## src/rtl/agg_frame_arbiter_if.sv

```systemverilog
// rtl/agg_frame_arbiter_if.sv - source/aggregator handshake bundle for agg_frame_arbiter
// Purpose: groups the per-source request streams and the single aggregator stream.
// Signals:
//   req_valid [NUM_SRC]         per-source data valid
//   req_data  [NUM_SRC*DATA_W]  per-source data, source i at [i*DATA_W +: DATA_W]
//   req_rdy   [NUM_SRC]         per-source ready, at most one bit set
//   agg_valid / agg_data        towards aggregator valid_src / data_in
//   agg_rdy                     from aggregator rdy_src
// Modports: slave = arbiter side, master = sources plus aggregator side.
interface agg_frame_arbiter_if #(
   parameter int NUM_SRC = 4,
   parameter int DATA_W  = 16
);
   logic [NUM_SRC-1:0]        req_valid;
   logic [NUM_SRC*DATA_W-1:0] req_data;
   logic [NUM_SRC-1:0]        req_rdy;
   logic                      agg_valid;
   logic [DATA_W-1:0]         agg_data;
   logic                      agg_rdy;

   modport slave (
      input  req_valid, req_data, agg_rdy,
      output req_rdy, agg_valid, agg_data
   );

   modport master (
      output req_valid, req_data, agg_rdy,
      input  req_rdy, agg_valid, agg_data
   );
endinterface

```

## src/rtl/agg_frame_arbiter.sv

```systemverilog
// rtl/agg_frame_arbiter.sv - frame-locked round-robin arbiter in front of a 16-to-23 bit aggregator
// Purpose: grants one source at a time for exactly FRAME_BEATS accepted beats so the
//          aggregator's residual bit buffer is empty whenever the grant changes.
// Ports:
//   clk           single clock, rising edge
//   rst           asynchronous active-low reset
//   bus           handshake bundle (slave modport): source requests and aggregator stream
//   grant_id      index of the current or last granted source
//   frame_active  high while a frame is in progress
//   frame_done    one-cycle pulse in the cycle after the last beat of a frame
module agg_frame_arbiter #(
   parameter int  NUM_SRC     = 4,
   parameter int  DATA_W      = 16,
   parameter int  FRAME_BEATS = 23,
   localparam int ID_W        = $clog2(NUM_SRC),
   localparam int CNT_W       = $clog2(FRAME_BEATS)
) (
   input  logic                 clk,
   input  logic                 rst,
   agg_frame_arbiter_if.slave   bus,
   output logic [ID_W-1:0]      grant_id,
   output logic                 frame_active,
   output logic                 frame_done
);

   typedef enum logic {IDLE = 1'b0, XFER = 1'b1} state_t;

   state_t            state;
   logic [ID_W-1:0]   ptr;
   logic [CNT_W-1:0]  beat_cnt;
   logic [ID_W-1:0]   winner;
   logic [ID_W-1:0]   cand_id;
   logic              found;
   logic              accept;
   logic              last_beat;
   logic [ID_W-1:0]   next_ptr;

   // Round-robin scan starting at ptr; the first valid source in wrap order wins.
   always_comb begin
      winner  = '0;
      found   = 1'b0;
      cand_id = '0;
      for (int k = 0; k < NUM_SRC; k++) begin
         cand_id = ID_W'((int'(ptr) + k) % NUM_SRC);
         if (!found && bus.req_valid[cand_id]) begin
            found  = 1'b1;
            winner = cand_id;
         end
      end
   end

   // Datapath is a pure mux off the registered grant, so ready tracks agg_rdy in the same cycle.
   always_comb begin
      bus.req_rdy   = '0;
      bus.agg_valid = 1'b0;
      bus.agg_data  = '0;
      if (state == XFER) begin
         bus.agg_valid         = bus.req_valid[grant_id];
         bus.agg_data          = bus.req_data[int'(grant_id)*DATA_W +: DATA_W];
         bus.req_rdy[grant_id] = bus.agg_rdy;
      end
   end

   assign accept    = (state == XFER) && bus.agg_valid && bus.agg_rdy;
   assign last_beat = (beat_cnt == CNT_W'(FRAME_BEATS - 1));
   // The source that just finished becomes the last candidate of the next scan.
   assign next_ptr  = (grant_id == ID_W'(NUM_SRC - 1)) ? '0 : grant_id + 1'b1;

   always_ff @(posedge clk or negedge rst) begin
      if (!rst) begin
         state        <= IDLE;
         ptr          <= '0;
         grant_id     <= '0;
         beat_cnt     <= '0;
         frame_active <= 1'b0;
         frame_done   <= 1'b0;
      end else begin
         frame_done <= 1'b0;
         case (state)
            IDLE: begin
               if (found) begin
                  grant_id     <= winner;
                  beat_cnt     <= '0;
                  frame_active <= 1'b1;
                  state        <= XFER;
               end
            end
            XFER: begin
               // No timeout or preemption: an idle granted source simply holds the frame open.
               if (accept) begin
                  if (last_beat) begin
                     state        <= IDLE;
                     frame_active <= 1'b0;
                     frame_done   <= 1'b1;
                     ptr          <= next_ptr;
                     beat_cnt     <= '0;
                  end else begin
                     beat_cnt <= beat_cnt + 1'b1;
                  end
               end
            end
            default: state <= IDLE;
         endcase
      end
   end

endmodule

```

## src/flat_wrapper.sv

```systemverilog
// flat-port wrapper written by rule: the top's interface ports become plain ports
module agg_frame_arbiter_flat 
#(
   parameter int  NUM_SRC     = 4,
   parameter int  DATA_W      = 16,
   parameter int  FRAME_BEATS = 23,
   localparam int ID_W        = $clog2(NUM_SRC),
   localparam int CNT_W       = $clog2(FRAME_BEATS)
)
  (clk, rst, grant_id, frame_active, frame_done, bus_req_valid, bus_req_data, bus_agg_rdy, bus_req_rdy, bus_agg_valid, bus_agg_data);
  agg_frame_arbiter_if #(.NUM_SRC(NUM_SRC), .DATA_W(DATA_W)) bus_i ();
  input  logic clk;
  input  logic rst;
  output logic [ID_W-1:0] grant_id;
  output logic frame_active;
  output logic frame_done;
  input wire logic [$bits(bus_i.req_valid)-1:0] bus_req_valid;
  input wire logic [$bits(bus_i.req_data)-1:0] bus_req_data;
  input wire logic [$bits(bus_i.agg_rdy)-1:0] bus_agg_rdy;
  output wire logic [$bits(bus_i.req_rdy)-1:0] bus_req_rdy;
  output wire logic [$bits(bus_i.agg_valid)-1:0] bus_agg_valid;
  output wire logic [$bits(bus_i.agg_data)-1:0] bus_agg_data;
  assign bus_i.req_valid = bus_req_valid;
  assign bus_i.req_data = bus_req_data;
  assign bus_i.agg_rdy = bus_agg_rdy;
  assign bus_req_rdy = bus_i.req_rdy;
  assign bus_agg_valid = bus_i.agg_valid;
  assign bus_agg_data = bus_i.agg_data;
  agg_frame_arbiter #(.NUM_SRC(NUM_SRC), .DATA_W(DATA_W), .FRAME_BEATS(FRAME_BEATS)) u_core (.clk(clk), .rst(rst), .bus(bus_i), .grant_id(grant_id), .frame_active(frame_active), .frame_done(frame_done));
endmodule
```

## config.mk

```make
export PLATFORM = sky130hd
export DESIGN_NAME = agg_frame_arbiter_flat
export DESIGN_NICKNAME = d
export VERILOG_FILES = /design/src/rtl/agg_frame_arbiter_if.sv /design/src/rtl/agg_frame_arbiter.sv /design/src/flat_wrapper.sv
export SDC_FILE = /design/constraint.sdc
export NUM_CORES = 1
export LEC_CHECK = 0
export CORE_MARGIN = 2
export CORE_UTILIZATION = 37
export CTS_BUF_LIST = sky130_fd_sc_hd__clkbuf_16
export CTS_CLUSTER_DIAMETER = 30
export CTS_CLUSTER_SIZE = 16
export DETAILED_ROUTE_END_ITERATION = 10
export GPL_TIMING_DRIVEN = 0
export PLACE_DENSITY = 0.93
export SLEW_MARGIN = 20
export SYNTH_ARGS = -nofsm -noshare
export SYNTH_HDL_FRONTEND = slang
export SYNTH_SLANG_ARGS = --single-unit
export TNS_END_PERCENT = 20
```

## constraint.sdc

```tcl
create_clock -name clk -period 3.1 [get_ports clk]
set_input_delay 0.62 -clock clk [delete_from_list [all_inputs] [get_ports clk]]
set_output_delay 0.62 -clock clk [all_outputs]
set_load 0.01 [all_outputs]
```

# Yosys cells after proc, flatten, opt, wreduce, memory -nomap -nowiden
# Cells that the tools add are included.
# op_classes
n_eq_ne	5
muxes	39
addsub	5
shifts	1
order_cmp	6
bitwise_logic	2
n_reduce_logical	13
multipliers	0
n_div	0
# ops
cell	count
indexed part select 64 x 7 -> 16 bit	1
two-way mux 1 bit	20
two-way mux 16 bit	1
less-than comparator 2 x 3 -> 1 bit, second input constant	5
two-way mux 5 bit	3
binary-select mux 1 bit (select 2 bit)	5
two-way mux 2 bit	5
case mux 5 bit (2 select lines)	1
logical AND 1 bit	6
AND reduction 3 bit	2
adder 5 x 1 -> 5 bit, second input constant	1
== test 5 bit, second input constant	1
adder 2 x 1 -> 2 bit, second input constant	2
adder 2 bit, second input constant	2
bitwise AND 4 bit	1
two-way mux 4 bit	1
!= test 2 bit, second input constant	2
case mux 1 bit (2 select lines)	2
AND reduction 2 bit	2
zero test 1 bit	3
demux 1 bit (select 2 bit)	1
== test 2 bit, second input constant	1
>= comparator 2 x 1 -> 1 bit, second input constant	1
!= test 2 x 1 -> 1 bit, second input constant	1
NOT 1 bit	1
# totals
mem_bits_ro	0
memories	0
latch_bits	0
ff_bits	12
word_cells	77
ram_bits	0

# Depth between registers and ports, before layout
# depth
word_depth	14
ltp_mapped	6

# Worst setup path after synthesis
# Ideal clock, no wire load.
# synth_timing
kind	reg-to-output
startpoint	reg u_core.grant_id[0]
endpoint	out bus_agg_data[10]
t_required_ns	2.480
stages_incl_launch_ff	5
path_slack_ns	0.904
arrival_time_ns	1.576
path_buffers	2
path_cell_list	dfrtp_1 -> buf_6 -> buf_2 -> mux4_2 -> and2_1
# synth_between
elab_chain_cells	2
# synth_rtl
item	line_no	source
start: declaration	agg_frame_arbiter.sv:21	output logic [ID_W-1:0] grant_id,
start signal: assignment	agg_frame_arbiter.sv:82	grant_id <= winner;
indexed part select 64 x 7 -> 16 bit	agg_frame_arbiter.sv:59	bus.agg_data = bus.req_data[int'(grant_id)*DATA_W +: DATA_W];
two-way mux 16 bit	agg_frame_arbiter.sv:57	if (state == XFER) begin
end: declaration	flat_wrapper.sv:22	output wire logic [$bits(bus_i.agg_data)-1:0] bus_agg_data;
# Every way passes these cells.

# Worst setup path in the final report
# layout_timing
startpoint	in bus_req_valid[0]
endpoint	out bus_agg_valid
# layout_between
elab_chain_cells	3
# layout_rtl
item	line_no	source
start: declaration	flat_wrapper.sv:17	input wire logic [$bits(bus_i.req_valid)-1:0] bus_req_valid;
binary-select mux 1 bit (select 2 bit)	agg_frame_arbiter.sv:58	bus.agg_valid = bus.req_valid[grant_id];
two-way mux 1 bit (not written as such)	agg_frame_arbiter.sv:58	
two-way mux 1 bit	agg_frame_arbiter.sv:57	
end: declaration	flat_wrapper.sv:21	output wire logic [$bits(bus_i.agg_valid)-1:0] bus_agg_valid;
# Every way passes these cells. The select of a mux whose other input is x is not followed.

==> run summary <==
Peak VDD IR: 318 µV
Setup TNS: 0 ps
Hold Violations, Final: 0
Die X-Extent: 62.8 µm
ANT cells: 0
CP Capture Type: output port
DRT iter0 DRCs: 27
Hold Crit Depth: 1
ANT nets after route: 0
Final setup violating endpoints: 0
GRT overflow: 0
Hold-fix buffer count after cts: 0
First-pass GRT wire length: 6.11 mm
Worst Hold Class: reg -> reg
Register area share after synthesis: 0.235
Status: finished, final reports clean
Worst Skew: 0.932 ps
Pre-antenna DRT Iters: 4
RR Endpoint: u_core.ptr[1]
H-tree depth: 1
Critical-path maximum fanout: 6
PortBufs: 95
GR Util All Layers: 0.194
Filler Cell Count: 257
Top FF cell, synth: dfrtp_1
Die Height: 62.8 µm
Number of synthesized register bits: 12
DRC viols: 0
Area of the multi-input gates: 912 µm²
Hold worst-path end: u_core.frame_active
Cells after Synth: 109
Worst EP required: 2480 ps
Power share of the clock group: 0.176
Nets: 286
EDFF count, synth: 0
Tmin final: 2990 ps
Internal power: 0.000903 W
R2r startpoint: u_core.grant_id[0]
Layout cells sized above 1: 0.111
Hold wc startpoint: u_core.frame_active
Worst-Margin Slew: 543 ps
P_leak: 0.933 nW
Area contributors post-synth: dfrtp_1 23%, mux4_2 18%, mux4_1 14%, and2_1 8.3%, ha_1 5.9%
Post-synth top area share: 0.235
Mapped Nets: 186
YS warnings: 0
Max Slew Vio Count: 0
Sequential Area: 300 µm²
Clock Path Buffers: 2
Mean post-synth cell area: 11.7 µm²
Synth cell types: 36
Total wire length: 3.71 mm
Rel. slew slack: 0.637
Starting Density: 0.384
Async set or reset register ratio after synthesis: 1.00
Via count: 1315
CP Launch Type: input port
CTS tree: done
Ports: 96
Tcrit/Tclk final: 0.964
Die ar.: 3950 µm²
P_sw: 0.000428 W
Reg2Reg Setup Slack: 1110 ps
Floorplan row count: 21
Most common library cells after synthesis: 17 x and2_1, 12 x dfrtp_1, 10 x mux4_2
Switching part of the total: 0.322
Layout area overhead: 84.8%
Comb pwr share: 0.630
Core box area: 3340 µm²
Setup Buffers After CTS: 0
Largest area contributor in the netlist: dfrtp_1
RSZ-0062 raised after global routing: false
Reg power frac: 0.194
Routed length per instance: 14.7 µm
Fin util: 0.709
CTS Sinks: 12
Max Fclk: 0.335 GHz
Number of global-route vias before repair: 1367
WS Path Type: in -> out
Mapped cell area: 1280 µm²
Reg clk slew, reported paths: 40 ps
Most frequent cell after synthesis: and2_1
Routability cong.: 0.779
Initial antenna violation count: 0
TritonCTS Buffers: 3
DP HPWL: 3.11 mm
Pwr dens: 563 nW/µm²
Root Buffer: clkbuf_16
Max-cap violations: 0
Largest net degree at the start of global routing: 13
Hold WS: 480 ps
Reg2Reg Depth: 6
Avg Vias per Cell: 5.20
Worst-Skew Late Latency: 240 ps
Arrival @ worst endpoint: 2370 ps
[layout by cell type (no fill, tap or decap), types with 2 or more instances in the layout]
| master | instances |
|---|---|
| dfrtp_1 | 12 |
| nor3b_1 | 2 |
| and2_1 | 17 |
| clkdlybuf4s50_1 | 95 |
| mux4_2 | 10 |
| nor2b_1 | 2 |
| clkbuf_16 | 3 |
| a211o_1 | 2 |
| nand3_1 | 3 |
| clkbuf_1 | 2 |
| mux4_1 | 7 |
| nand2_1 | 3 |
| buf_6 | 2 |
| o21ai_0 | 3 |
| a21o_1 | 3 |
| and3_1 | 5 |
| a21oi_1 | 2 |
| mux2i_1 | 2 |
| ha_1 | 6 |
| buf_2 | 3 |
| inv_1 | 5 |
| nor2_1 | 2 |
[per-stage QoR]
| stage | std cells | setup WS, ps | area, µm² | power (W) |
|---|---|---|---|---|
| 2_1_floorplan | 109 | 904 | 1280 | 0.000723 |
| 3_3_place_gp | 250 | 152 | 2290 | 0.00108 |
| 3_5_place_dp | 250 | 137 | 2290 | 0.00110 |
| 4_1_cts | 253 | 52.1 | 2360 | 0.00134 |
| 5_1_grt | 253 | 12.4 | 2360 | 0.00142 |
| 6_report | 253 | 111 | 2360 | 0.00133 |
[state kept, by name (all words and copies together), names as in the netlist]
signal and count:
u_core.beat_cnt 5, u_core.grant_id 2, u_core.ptr 2, u_core.frame_active 1
u_core.frame_done 1, u_core.state 1
[critical path, cell delays in order]
cell and delay (ps):
clkdlybuf4s50_1 480, mux4_2 560, and2_1 200, clkdlybuf4s50_1 500
[metal layers]
layer | part of all wire | routed length, µm | global-route usage | up-vias
met4 | 0.012 | 44 | 0.0667 | 0
met3 | 0.073 | 269 | 0.0378 | 5
met5 | 0 | 0 | 0 | -
met1 | 0.37 | 1370 | 0.207 | 622
met2 | 0.55 | 2030 | 0.375 | 67
li1 | - | - | - | 621
[layout make-up]
class | count | area share
plain buffers | 8 | 0.0212
clock buffers | 3 | 0.0317
inverters | 5 | 0.00794
multi-input cells | 84 | 0.386
flip-flops and latches | 12 | 0.127
well taps | 46 | 0.0243
repair buffers | 95 | 0.402
[how the worst max path moves through the flow]
stage | from | to | slack [ps]
finish | bus_req_valid[0] | bus_agg_valid | 110
global route | u_core.grant_id[0] | bus_agg_data[7] | 10
CTS | u_core.grant_id[1] | bus_req_rdy[0] | 50
detailed placement | bus_req_valid[0] | bus_agg_valid | 140
global placement | bus_req_valid[3] | bus_agg_valid | 150
floorplan | u_core.grant_id[0] | bus_agg_data[10] | 900
[logic make-up (layout without fill, tap and decap cells)]
logic type / Yosys count / count (layout) / share of synthesized area
flops: 12 / 12 / 0.235
compound gates: 16 / 16 / 0.0978
simple gates: 41 / 41 / 0.200
fa+ha+maj: 6 / 6 / 0.0586
mux: 21 / 21 / 0.356
buf+inv: 13 / 111 / 0.0528
[timing repair]
item	in CTS	in global routing
gates resized for setup	0	1
hold endpoints to repair	0	0
setup endpoints to repair	0	4
[power groups by stage]
stage / Sequential (W) / Clock [W] / Combinational [W]
after floorplan: 0.000252 / 0 / 0.000472
after global placement: 0.000257 / 0 / 0.000821
after detailed placement: 0.000260 / 0 / 0.000839
after CTS: 0.000257 / 0.000236 / 0.000847
after global routing: 0.000265 / 0.000245 / 0.000905
final: 0.000258 / 0.000235 / 0.000838
Power figures use the tool's default switching activity.
